File: src/rtl/tetris_input_pkg.sv
//============================================================================
// Module   : tetris_input_pkg
// Purpose  : Shared channel indices, repeat-FSM states and width helper.
// Revision : 1.0
//============================================================================
`default_nettype none

package tetris_input_pkg;

  localparam int CH_LEFT  = 0;
  localparam int CH_RIGHT = 1;
  localparam int CH_DOWN  = 2;
  localparam int CH_FRZ   = 3;

  typedef enum logic [1:0] {
    RP_IDLE   = 2'd0,
    RP_DELAY  = 2'd1,
    RP_REPEAT = 2'd2
  } rp_state_e;

  // Bits needed to hold values 0..n inclusive.
  function automatic int cnt_width(input int n);
    return $clog2(n + 1);
  endfunction

endpackage

`default_nettype wire

File: src/rtl/tetris_input_channel.sv
//============================================================================
// Module   : tetris_input_channel
// Purpose  : One input channel: synchroniser, debouncer, edge pulses and
//            hold-to-repeat. Optional macro INPUT_ACCEL_EN shortens repeats.
// Revision : 1.0
//============================================================================
`default_nettype none

module tetris_input_channel
  import tetris_input_pkg::*;
#(
  parameter int SYNC_STAGES     = 2,
  parameter int DEBOUNCE_CYCLES = 500000,
  parameter int REPEAT_DELAY    = 25000000,
  parameter int REPEAT_RATE     = 10000000
) (
  input  logic clk,
  input  logic reset,
  input  logic btn_raw,
  input  logic repeat_mask,
  output logic level_o,
  output logic press_o,
  output logic release_o,
  output logic move_o
);

  localparam int DBW    = cnt_width(DEBOUNCE_CYCLES);
  localparam int RP_MAX = (REPEAT_DELAY > REPEAT_RATE) ? REPEAT_DELAY : REPEAT_RATE;
  localparam int RPW    = cnt_width(RP_MAX);
  localparam logic [DBW-1:0] DB_LAST  = DBW'(DEBOUNCE_CYCLES - 1);
  localparam logic [RPW-1:0] DLY_LAST = RPW'(REPEAT_DELAY - 1);

  if (SYNC_STAGES < 2) begin : g_bad_sync
    $error("tetris_input_channel: SYNC_STAGES must be >= 2");
  end
  if (DEBOUNCE_CYCLES < 1 || REPEAT_DELAY < 1 || REPEAT_RATE < 1) begin : g_bad_count
    $error("tetris_input_channel: all cycle counts must be >= 1");
  end

  logic [SYNC_STAGES-1:0] r_sync;
  logic [DBW-1:0]         r_db_cnt;
  logic                   r_lvl;
  rp_state_e              r_state, w_state_nx;
  logic [RPW-1:0]         r_rp_cnt, w_cnt_nx, w_rpt_last;
  logic                   w_sync, w_rise, w_fall, w_abort;
  logic                   w_dly_hit, w_rpt_hit, w_tick;

  assign w_sync = r_sync[SYNC_STAGES-1];

  always_ff @(posedge clk or negedge reset) begin
    if (!reset) begin
      r_sync   <= '0;
      r_db_cnt <= '0;
      r_lvl    <= 1'b0;
    end else begin
      r_sync <= {r_sync[SYNC_STAGES-2:0], btn_raw};
      if (w_sync == r_lvl) begin
        r_db_cnt <= '0;
      end else if (r_db_cnt == DB_LAST) begin
        r_lvl    <= ~r_lvl;
        r_db_cnt <= '0;
      end else begin
        r_db_cnt <= r_db_cnt + 1'b1;
      end
    end
  end

  // level_o is the registered copy of r_lvl, so it doubles as edge history.
  assign w_rise  = r_lvl & ~level_o;
  assign w_fall  = ~r_lvl & level_o;
  assign w_abort = w_fall | ~repeat_mask;

`ifdef INPUT_ACCEL_EN
  localparam int ACC_STEP = (REPEAT_RATE / 4 < 1) ? 1 : REPEAT_RATE / 4;
  logic [RPW-1:0] r_ivl, w_ivl_nx;
  assign w_rpt_last = r_ivl - RPW'(1);
`else
  assign w_rpt_last = RPW'(REPEAT_RATE - 1);
`endif

  assign w_dly_hit = (r_state == RP_DELAY)  && (r_rp_cnt == DLY_LAST);
  assign w_rpt_hit = (r_state == RP_REPEAT) && (r_rp_cnt == w_rpt_last);

  always_ff @(posedge clk or negedge reset) begin
    if (!reset) begin
      r_state  <= RP_IDLE;
      r_rp_cnt <= '0;
    end else begin
      r_state  <= w_state_nx;
      r_rp_cnt <= w_cnt_nx;
    end
  end

`ifdef INPUT_ACCEL_EN
  always_ff @(posedge clk or negedge reset) begin
    if (!reset) r_ivl <= RPW'(REPEAT_RATE);
    else        r_ivl <= w_ivl_nx;
  end
`endif

  always_comb begin
    w_state_nx = r_state;
    w_cnt_nx   = r_rp_cnt + 1'b1;
`ifdef INPUT_ACCEL_EN
    w_ivl_nx   = r_ivl;
`endif
    case (r_state)
      RP_IDLE: begin
        w_cnt_nx = '0;
        if (w_rise && repeat_mask) w_state_nx = RP_DELAY;
      end
      RP_DELAY: begin
        if (w_dly_hit) begin
          w_state_nx = RP_REPEAT;
          w_cnt_nx   = '0;
        end
      end
      RP_REPEAT: begin
        if (w_rpt_hit) begin
          w_cnt_nx = '0;
`ifdef INPUT_ACCEL_EN
          w_ivl_nx = (int'(r_ivl) > 2 * ACC_STEP) ? r_ivl - RPW'(ACC_STEP) : RPW'(ACC_STEP);
`endif
        end
      end
      default: begin
        w_state_nx = RP_IDLE;
        w_cnt_nx   = '0;
      end
    endcase
    if (w_abort) begin
      w_state_nx = RP_IDLE;
      w_cnt_nx   = '0;
    end
`ifdef INPUT_ACCEL_EN
    if (w_state_nx == RP_IDLE) w_ivl_nx = RPW'(REPEAT_RATE);
`endif
  end

  always_comb begin
    w_tick = ~w_abort & (w_dly_hit | w_rpt_hit);
  end

  always_ff @(posedge clk or negedge reset) begin
    if (!reset) begin
      level_o   <= 1'b0;
      press_o   <= 1'b0;
      release_o <= 1'b0;
      move_o    <= 1'b0;
    end else begin
      level_o   <= r_lvl;
      press_o   <= w_rise;
      release_o <= w_fall;
      move_o    <= w_rise | w_tick;
    end
  end

endmodule

`default_nettype wire

File: src/rtl/tetris_input_conditioner.sv
//============================================================================
// Module   : tetris_input_conditioner
// Purpose  : N_CH-wide button conditioner; replicates tetris_input_channel.
//            Optional macro INPUT_ACCEL_EN enables repeat acceleration.
// Revision : 1.0
//============================================================================
`default_nettype none

module tetris_input_conditioner
  import tetris_input_pkg::*;
#(
  parameter int N_CH            = 4,
  parameter int SYNC_STAGES     = 2,
  parameter int DEBOUNCE_CYCLES = 500000,
  parameter int REPEAT_DELAY    = 25000000,
  parameter int REPEAT_RATE     = 10000000
) (
  input  logic            clk,
  input  logic            reset,
  input  logic [N_CH-1:0] btn_raw,
  input  logic [N_CH-1:0] repeat_mask,
  output logic [N_CH-1:0] level_o,
  output logic [N_CH-1:0] press_o,
  output logic [N_CH-1:0] release_o,
  output logic [N_CH-1:0] move_o
);

  for (genvar i = 0; i < N_CH; i++) begin : g_ch
    tetris_input_channel #(
      .SYNC_STAGES    (SYNC_STAGES),
      .DEBOUNCE_CYCLES(DEBOUNCE_CYCLES),
      .REPEAT_DELAY   (REPEAT_DELAY),
      .REPEAT_RATE    (REPEAT_RATE)
    ) u_ch (
      .clk        (clk),
      .reset      (reset),
      .btn_raw    (btn_raw[i]),
      .repeat_mask(repeat_mask[i]),
      .level_o    (level_o[i]),
      .press_o    (press_o[i]),
      .release_o  (release_o[i]),
      .move_o     (move_o[i])
    );
  end

endmodule

`default_nettype wire

File: config.mk
export PLATFORM = sky130hd
export DESIGN_NAME = tetris_input_conditioner
export DESIGN_NICKNAME = d
export VERILOG_FILES = /design/src/rtl/tetris_input_pkg.sv /design/src/rtl/tetris_input_channel.sv /design/src/rtl/tetris_input_conditioner.sv
export SDC_FILE = /design/constraint.sdc
export NUM_CORES = 1
export LEC_CHECK = 0
export ABC_CLOCK_PERIOD_IN_PS = 4500
export BUFFER_PORTS_ARGS = -buffer_cell sky130_fd_sc_hd__buf_2
export CORE_MARGIN = 10
export CORE_UTILIZATION = 40
export CTS_BUF_LIST = sky130_fd_sc_hd__clkbuf_16
export DETAILED_ROUTE_END_ITERATION = 8
export SLEW_MARGIN = 20
export SYNTH_ARGS = -nofsm -noshare
export SYNTH_HDL_FRONTEND = slang
export SYNTH_SLANG_ARGS = --single-unit
File: constraint.sdc
create_clock -name clk -period 4.5 [get_ports clk]
set_input_delay 0.9 -clock clk [delete_from_list [all_inputs] [get_ports clk]]
set_output_delay 0.9 -clock clk [all_outputs]
set_load 0.005 [all_outputs]
# Word-level counts from Yosys, hierarchy flattened
# Index checks and enable logic that the tools add are counted.
# op_classes
addsub	8
n_eq_ne	36
muxes	40
bitwise_logic	44
reduce_logical	24
# ops
op	n
$mux W25	12
$pmux W25 S2	4
$mux W19	8
$add A25 B1 Y25 const B	4
$eq A25 B24 Y1 const B	4
$eq A25 B25 Y1 const B	4
$add A19 B1 Y19 const B	4
$eq A19 B19 Y1 const B	4
$mux W2	12
$ne A3 B1 Y1 const B	8
$pmux W2 S3	4
$not A1 Y1	20
$and A1 B1 Y1	12
$logic_and A1 B1 Y1	12
$or A1 B1 Y1	12
$reduce_and A3 Y1	4
$eq A2 B1 Y1 const B	4
$eq A2 B2 Y1 const B	4
$logic_not A2 Y1	4
$ne A2 B1 Y1 const B	4
$reduce_and A2 Y1	4
$eq A1 B1 Y1	4
# word_totals
ff_bits	212
input_bits	10
output_inout_bits	16
elab_cells	188

# Longest topological paths before layout
# Gate-level depths: netlist (run 1).
# depth
ltp_word	6
mapped_depth	8
depth_no_buf	6

# By module
# From an unflattened synthesis (run 1), not the netlist that was laid out.
# hier_totals
cells_unflattened	1156
area_unflattened_um2	11621.1
# by_module_without_submodules
module	n_inst	cells_per_inst	area_each_um2	seq_area_each_um2
tetris_input_channel	4	289	2905.3	1326.3

# Worst setup path after synthesis (run 1)
# Ideal clock, no wire load.
# synth_path
kind	reg2reg
startpoint	register g_ch[1].u_ch.r_rp_cnt[15]
endpoint	register g_ch[1].u_ch.r_rp_cnt[11]
arrival_time_ns	2.136
slack_ns	2.246
stages_incl_launch_ff	7
path_buffers	1
synth_period_minus_slack_ns	2.254
path_cell_list	dfrtp_1 > or4b_1 > or4_4 > o41ai_4 > o22a_4 > buf_12 > nor2_1
# synth_via
elab_chain_len	5
# synth_rtl
item	line	text
start: declaration	tetris_input_channel.sv:44	logic [RPW-1:0] r_rp_cnt, w_cnt_nx, w_rpt_last;
start signal: assignment	tetris_input_channel.sv:90	r_rp_cnt <= w_cnt_nx;
$eq A25 B24 Y1 or $eq A25 B25 Y1 (tied branches)	tetris_input_channel.sv:82, tetris_input_channel.sv:81	
$logic_and A1 B1 Y1, on equally long branches	tetris_input_channel.sv:82, tetris_input_channel.sv:81	
$mux W25, on equally long branches	tetris_input_channel.sv:119, tetris_input_channel.sv:113	
$pmux W25 S2 *	tetris_input_channel.sv:107	case (r_state)
$mux W25 *	tetris_input_channel.sv:131	if (w_abort) begin
named net g_ch[1].u_ch.w_cnt_nx[11]	tetris_input_channel.sv:44	
# Mark *: on every way through the listed nets, which the timed path passes. The rest lies on a longest branch.
# A chain may end at the register's enable or synchronous reset.

# Worst setup path in the final report (run 1)
# layout_path
startpoint	register g_ch[0].u_ch.r_rp_cnt[0]
endpoint	register g_ch[0].u_ch.r_rp_cnt[22]
# layout_via
elab_chain_len	5
# layout_rtl
item	line
start: declaration	tetris_input_channel.sv:44
start signal: assignment	tetris_input_channel.sv:90
branches (longest 3 deep; another with $add A25 B1 Y25)	--
$pmux W25 S2 *	tetris_input_channel.sv:107
$mux W25 *	tetris_input_channel.sv:131
named net g_ch[0].u_ch.w_cnt_nx[22]	tetris_input_channel.sv:44
# Mark *: on every way through the listed nets, which the timed path passes.

==> results of run 1 <==
## stage by stage
step	cell area (um^2)	power (mW)	hold WS, ns
floorplan	10400	2.00	0.331
global placement	10700	2.06	0.337
detailed placement	10700	2.06	0.340
CTS	11500	3.96	0.354
global route	11500	4.05	0.368
finish	11500	3.89	0.349
## area by class of cell
type,instances,area [um^2],area share (%)
Inverter,37,139,1.21
Sequential cell,212,5310,46.1
Clock inverter,18,136,1.19
Multi-Input combinational cell,767,4710,40.9
Tap cell,330,413,3.59
Clock buffer,25,626,5.44
Timing Repair Buffer,29,178,1.54
## flip-flops by register name, indices dropped and copies added (netlist names)
| name | flops |
|---|---|
| g_ch.u_ch.press_o | 4 |
| g_ch.u_ch.level_o | 4 |
| g_ch.u_ch.release_o | 4 |
| g_ch.u_ch.r_db_cnt | 76 |
| g_ch.u_ch.r_lvl | 4 |
| g_ch.u_ch.r_state | 8 |
| g_ch.u_ch.r_sync | 8 |
| g_ch.u_ch.move_o | 4 |
| g_ch.u_ch.r_rp_cnt | 100 |
## power groups by stage
stage / clock, mW / combinational (mW) / sequential, mW
6_report: 1.87 / 0.0871 / 1.93
4_1_cts: 1.94 / 0.0925 / 1.93
5_1_grt: 2.02 / 0.103 / 1.93
3_3_place_gp: 0 / 0.0909 / 1.97
3_5_place_dp: 0 / 0.0917 / 1.97
2_1_floorplan: 0 / 0.0368 / 1.96
## routing by layer
metal | GRT usage (%) | share of wire, % | vias up
met5 | 0 | 0 | -
met4 | 2.77 | 1.4 | 0
met3 | 1.96 | 3.4 | 23
met2 | 18.9 | 47 | 70
met1 | 16.1 | 48 | 3510
li1 | - | - | 3592
## cells in the mapped netlist (4+ instances only)
master / instances / area [um^2]
a21o_1: 4 / 30.0
xor2_1: 106 / 928
nor2_2: 4 / 25.0
mux2_2: 4 / 45.0
dfrtp_1: 212 / 5310
nor2_1: 208 / 781
and4_1: 10 / 87.6
nand2_1: 65 / 244
nand4_1: 46 / 288
nand4b_1: 4 / 35.0
nor4b_1: 10 / 87.6
nor4_1: 24 / 150
buf_4: 16 / 120
buf_2: 6 / 30.0
xnor2_1: 57 / 499
inv_1: 37 / 139
and3_1: 22 / 138
nor2b_1: 6 / 37.5
clkbuf_1: 12 / 45.0
ha_1: 24 / 300
or3_1: 4 / 25.0
and2_1: 5 / 31.3
nor3_1: 20 / 100
a21oi_1: 11 / 55.1
nand3_1: 85 / 425
nand2b_1: 11 / 68.8
## cells in the final DEF, fill, tap and decap left out, types with 11 or more instances in the layout
cell type	Yosys	routed
dfrtp_1	212	212
nor2_1	208	208
xor2_1	106	106
nand3_1	85	85
nand2_1	65	65
xnor2_1	57	57
nand4_1	46	46
inv_1	37	39
clkbuf_16	0	25
ha_1	24	24
buf_2	6	24
nor4_1	24	23
and3_1	22	22
nor3_1	20	20
nand2b_1	11	11
a21oi_1	11	11
## worst min path at each step
stage                           startpoint                     end
finish              g_ch[2].u_ch.r_sync[0]  g_ch[2].u_ch.r_sync[1]
global route        g_ch[3].u_ch.r_sync[0]  g_ch[3].u_ch.r_sync[1]
CTS                 g_ch[2].u_ch.r_sync[0]  g_ch[2].u_ch.r_sync[1]
detailed placement  g_ch[2].u_ch.r_sync[0]  g_ch[2].u_ch.r_sync[1]
global placement    g_ch[0].u_ch.r_sync[0]  g_ch[0].u_ch.r_sync[1]
floorplan           g_ch[0].u_ch.r_sync[0]  g_ch[0].u_ch.r_sync[1]
## cell families (layout without fill, tap and decap cells)
group                      after synthesis  count (layout)  share of synthesized area (%)
and+or+nand+nor                        542             542                           25.8
DFF                                    212             212                           51.1
xor gates and xnor gates               163             163                           13.8
AOI/OAI and AO/OA                       34              34                           2.45
adders and majority gates               24              24                           2.89
muxes                                    4               4                          0.434
buffers and inverters                   73             109                           3.56
==> run_results.csv, run 1 <==
group,metric,value,unit
grt,grt_pass1_vias,7098,
detailed_routing,first_pass_iters,4,
yosys,synth_edf_count,0,
timing,fin_crit_sh,61.6,%
timing,setup_viol,0,
timing,rsz0062_at_grt,"no",
die,start_util,41.0,%
timing,slew_viol_final,0,
yosys,seq_area_frac_synth,51.1,%
power,power.share.switching,21.4,%
grt,antenna_found_initial,0,
clock_network,clock_sinks,212,
worst_setup_path,reg2reg_depth,6,
worst_setup_path,crit_fanout,25,
power,p_comb_share,2.2,%
worst_setup_path,worstSetupStartpointType,"register",
yosys,syn_avg_cell_area,9.87,um^2
finish,instances_no_fill,1418,
yosys,syn-cell-area,10400,um^2
place,place.gp.congestion,0.794,
clock_network,insertion_delay,0.51,ns
worst_setup_path,cpPeakStageDelay,0.80,ns
clock_network,cts_hold_buf,0,
yosys,synth_warnings,0,
grt,grt_max_degree,103,
worst_setup_path,worstSetupStartpoint,"g_ch[0].u_ch.r_rp_cnt[0]",
clock_network,cts.path.max_buffers,3,
clock_network,clk_pin_slew,0.06,ns
finish,drive_gt1_share,7.35,%
finish,antenna_cells,0,
detailed_routing,vias,7195,
place,portBuffers,25,
die,num_rows,58,
power,p_int,3.06,mW
timing,post-route-min-period,2.77,ns
clock_network,cts_made_buffers,24,
timing,tns,0,ns
die,ios,26,
power,vdd_drop_max,293,uV
yosys,ys.flop_type,"dfrtp_1",
detailed_routing,ant_nets,0,
power,clock_power_share,48.1,%
die,die-area,32800,um^2
worst_setup_path,end_kind,"register",
worst_setup_path,r2r-end,"g_ch[0].u_ch.r_rp_cnt[22]",
detailed_routing,drc,0,
timing,max-slew-margin-rel,28.1,%
finish,fin_nets,1105,
detailed_routing,routed_via_density,5.07,
grt,grt_pass1_wl,34.3,mm
die,core,25300,um^2
worst_setup_path,cp-endpoint,"g_ch[0].u_ch.r_rp_cnt[22]",
yosys,synth.distinct_cells,47,
timing,fin_ws,1.73,ns
power,seqPwrFrac,49.6,%
worst_setup_path,critPathArrivalTime,3.12,ns
clock_network,cts_tree,"done",
worst_setup_path,regToRegSetupSlack,1.73,ns
worst_setup_path,path_cells,"ha_1 -> nand2_1 -> or3_1 -> o41ai_1 -> o22a_1 -> nor2_1",
die,die_w,181,um
detailed_routing,avgRoutedWirePerCell,13.5,um
die,fp.dieH,181,um
place,dpl.cell_count,1375,
yosys,synthArstFlopShare,100,%
grt,overflow,0,
detailed_routing,drt_wl_total,19.2,mm
min_path,hold_path_class,"register to register",
min_path,whs_path_depth,0,
timing,timing.clock.skew,0.0168,ns
detailed_routing,drt_iter0_markers,387,
timing,max_freq,361,MHz
worst_setup_path,path_class,"register to register",
yosys,synthCells,1052,
worst_setup_path,path_buf_inv,0,
power,power_switching,0.834,mW
clock_network,cts_resized,0,
worst_setup_path,crit_required,4.85,ns
place,place_ws,1.70,ns
place,dpl.hpwl,13.0,mm
yosys,syn_nets,1086,
finish,utilization,45.4,%
clock_network,root_buffer,"clkbuf_16",
outcome,outcome,"finished clean",
finish,n_fill_cell,2401,
worst_setup_path,worst-path-stages,6,
job,drv_cap,0,
finish,area_growth,10.9,%
clock_network,post_cts_buffers,0,
worst_setup_path,cp_top_family,"compound AO/OA/AOI/OAI gates",
timing,final-hold-violation-count,0,
worst_setup_path,cp_slowest_cell,"o22a_1",
power,leakagePower,4.80,nW
timing,worst_pin_slew,1.07,ns
clock_network,htree_levels,1,
power,power_density,338,nW/um^2
worst_setup_path,r2r-start,"g_ch[0].u_ch.r_rp_cnt[0]",
grt,grtUsageTotal,11.7,%
yosys,synth_seq_cells,212,
Note: power is estimated with default switching activity, not from simulation.
==> run 2, diff against run 1 <==
- ABC_AREA: not set -> 1
- ABC_CLOCK_PERIOD_IN_PS: 4500 -> 2350
- clock period: 4.5 -> 2.35 ns (I/O delays scaled with it)
==> run_results.csv, run 2 <==
group,metric,value,unit
worst_setup_path,cpPeakStageDelay,0.37,ns
die,die-area,36400,um^2
yosys,synthXorXnorAreaFrac,6.84,%
clock_network,insertion_delay,0.52,ns
timing,fin_ws,0.479,ns
die,core,28700,um^2
yosys,synth_edf_count,0,
yosys,synth_warnings,0,
timing,max-slew-margin-rel,66.5,%
worst_setup_path,r2r-start,"g_ch[1].u_ch.r_rp_cnt[0]",
yosys,yosys-top-cells-count,"nor2_1 (339), nand2_1 (333), dfrtp_1 (212)",
clock_network,post_cts_buffers,0,
clock_network,clock_sinks,212,
finish,layout_common_cells,"nor2_1 (339), nand2_1 (333), dfrtp_1 (212)",
detailed_routing,avgRoutedWirePerCell,12.1,um
timing,timing.clock.skew,0.0106,ns
yosys,seq_area_frac_synth,45.5,%
detailed_routing,drt_wl_total,23.8,mm
timing,post-route-min-period,1.87,ns
worst_setup_path,cp_slowest_cell,"dfrtp_1",
timing,slew_viol_final,0,
finish,reg.largest.list,"g_ch.u_ch.r_rp_cnt: 100 flops, g_ch.u_ch.r_db_cnt: 76 flops",
yosys,ys.flop_type,"dfrtp_1",
timing,fin_crit_sh,79.6,%
worst_setup_path,worstSetupStartpointType,"register",
place,place_ws,0.452,ns
yosys,synthArstFlopShare,100,%
grt,overflow,0,
yosys,syn-cell-area,11700,um^2
power,vdd_drop_max,451,uV
clock_network,root_buffer,"clkbuf_16",
die,ios,26,
worst_setup_path,critPathArrivalTime,2.25,ns
clock_network,htree_levels,1,
clock_network,cts.path.max_buffers,3,
grt,grt_pass1_wl,42.8,mm
worst_setup_path,crit_fanout,22,
finish,largest_reg_flops,100,
place,portBuffers,25,
finish,drive_gt1_share,7.19,%
die,fp.dieH,191,um
power,leakagePower,5.72,nW
die,start_util,40.6,%
timing,setup_viol,0,
worst_setup_path,path_buf_inv,0,
min_path,hold_path_class,"primary input to register",
power,power,7.67,mW
finish,layout_commonest_cell,"nor2_1",
detailed_routing,drt_iter0_markers,594,
detailed_routing,routed_via_density,4.73,
yosys,synth_top_area_share,45.5,%
die,num_rows,62,
finish,fin_nets,1601,
yosys,synthTopCellsByArea,"dfrtp_1 (46%), nor2_1 (11%), nand2_1 (11%)",
yosys,synth_top_family_by_area,"simple AND/OR/NAND/NOR gates",
finish,antenna_cells,0,
yosys,synth_seq_cells,212,
job,drv_cap,0,
yosys,synth_most_common_cell,"nor2_1",
grt,grtUsageTotal,13.6,%
timing,final-hold-violation-count,0,
detailed_routing,first_pass_iters,5,
detailed_routing,drc,0,
worst_setup_path,worstSetupStartpoint,"g_ch[1].u_ch.r_rp_cnt[0]",
timing,tns,0,ns
grt,grt_max_degree,58,
finish,area_growth,11.4,%
clock_network,cts_made_buffers,26,
timing,rsz0062_at_grt,"no",
worst_setup_path,cp_top_family,"simple AND/OR/NAND/NOR gates",
clock_network,clk_pin_slew,0.06,ns
min_path,holdCritStartpoint,"btn_raw[3]",
grt,antenna_found_initial,1,
timing,max_freq,535,MHz
yosys,synth.distinct_cells,32,
yosys,synthCells,1533,
timing,worst_pin_slew,0.499,ns
worst_setup_path,path_class,"register to register",
power,power_density,591,nW/um^2
detailed_routing,ant_nets,0,
yosys,synthSimpleGateAreaFrac,33.2,%
outcome,outcome,"finished clean",
worst_setup_path,end_kind,"register",
yosys,synth_compound_area_share,3.26,%
clock_network,cts_tree,"done",
die,die_w,191,um
place,dpl.hpwl,17.3,mm
yosys,synthMuxAreaShare,0,%
worst_setup_path,crit_required,2.73,ns
finish,regMostFlops,"g_ch.u_ch.r_rp_cnt",
yosys,syn_nets,1567,
detailed_routing,vias,9312,
finish,utilization,45.2,%
place,place.gp.congestion,0.870,
yosys,yosysTopAreaCell,"dfrtp_1",
yosys,synth_fa_ha_area_share,2.58,%
yosys,syn_avg_cell_area,7.60,um^2
grt,grt_pass1_vias,9329,
worst_setup_path,path_cells,"ha_1 -> nand2_1 -> nor2_4 -> nand2_1 -> nor2_1 -> nand2_1 -> nand2_2 -> nand2_2 -> nand2_2 -> nor2_1",
run 2: cell types whose count changed after synthesis, sizes merged, moves of 19 or more:
cell and change:
nand2 +282, inv +172, nor2 +153, xor2 -40, xnor2 -32, nor4 -23, and3 -22, a21oi +19
run 2: path summary, 6_finish.rpt:
path | slack (ns) | cells after the start | endpoint
max | 0.48 | 10 | g_ch[1].u_ch.r_rp_cnt[20]
min | 0.07 | 1 | g_ch[3].u_ch.r_sync[0]
max reg2reg | 0.48 | 10 | g_ch[1].u_ch.r_rp_cnt[20]
min reg2reg | 0.35 | 0 | g_ch[0].u_ch.r_sync[1]
max in group asynchronous | 1.22 | 3 | g_ch[1].u_ch.r_rp_cnt[15]
min in group asynchronous | 0.47 | 2 | g_ch[3].u_ch.r_db_cnt[6]
run 2: layout make-up:
cell class | count | area (um^2)
clock inverter | 20 | 144
tap | 384 | 480
sequential | 212 | 5310
timing repair buffer | 32 | 240
multi-input combinational | 1086 | 5350
fill | 2910 | 15700
inverter | 209 | 785
clock buffer | 27 | 676
run 2: per-layer routing:
layer	vias up	routed length [um]	GRT usage, %
li1	4837	-	-
met1	4323	11700	18.3
met2	115	10700	22.3
met3	37	775	1.99
met4	0	558	4.06
met5	-	0	0
run 2: worst reg2reg max path, delay by kind of cell (launching register included):
kind          cells  cell delay, ns
fa+ha+maj         1            0.19
flops             1            0.37
simple gates      9            1.18
run 2: report_power, final:
group | switching, mW | total (mW) | internal (mW)
clock | 1.52 | 3.81 | 2.28
combinational | 0.125 | 0.169 | 0.0441
sequential | 0.0179 | 3.69 | 3.68
total | 1.66 | 7.67 | 6.00
run 2: metrics by stage:
stage | area (um^2) | hold WS (ns) | cells
floorplan | 11700 | 0.174 | 1533
global placement | 12200 | 0.333 | 1922
detailed placement | 12200 | 0.352 | 1922
CTS | 13000 | 0.0456 | 1970
global route | 13000 | 0.0497 | 1970
finish | 13000 | 0.0674 | 1970
run 2: cell families (layout without fill, tap and decap cells):
family                   count (synthesis)  count (layout)
AND/OR/NAND/NOR                        903             903
buffers and inverters                  235             288
flip-flops                             212             212
XOR/XNOR                                91              91
AO/OA/AOI/OAI                           68              68
adder cells (fa/ha/maj)                 24              24
run 2: timing repair:
item                                   4_1_cts  5_1_grt
hold buffers                                 1        0
endpoints found under the hold margin       52        0
gates resized for setup                      0        0
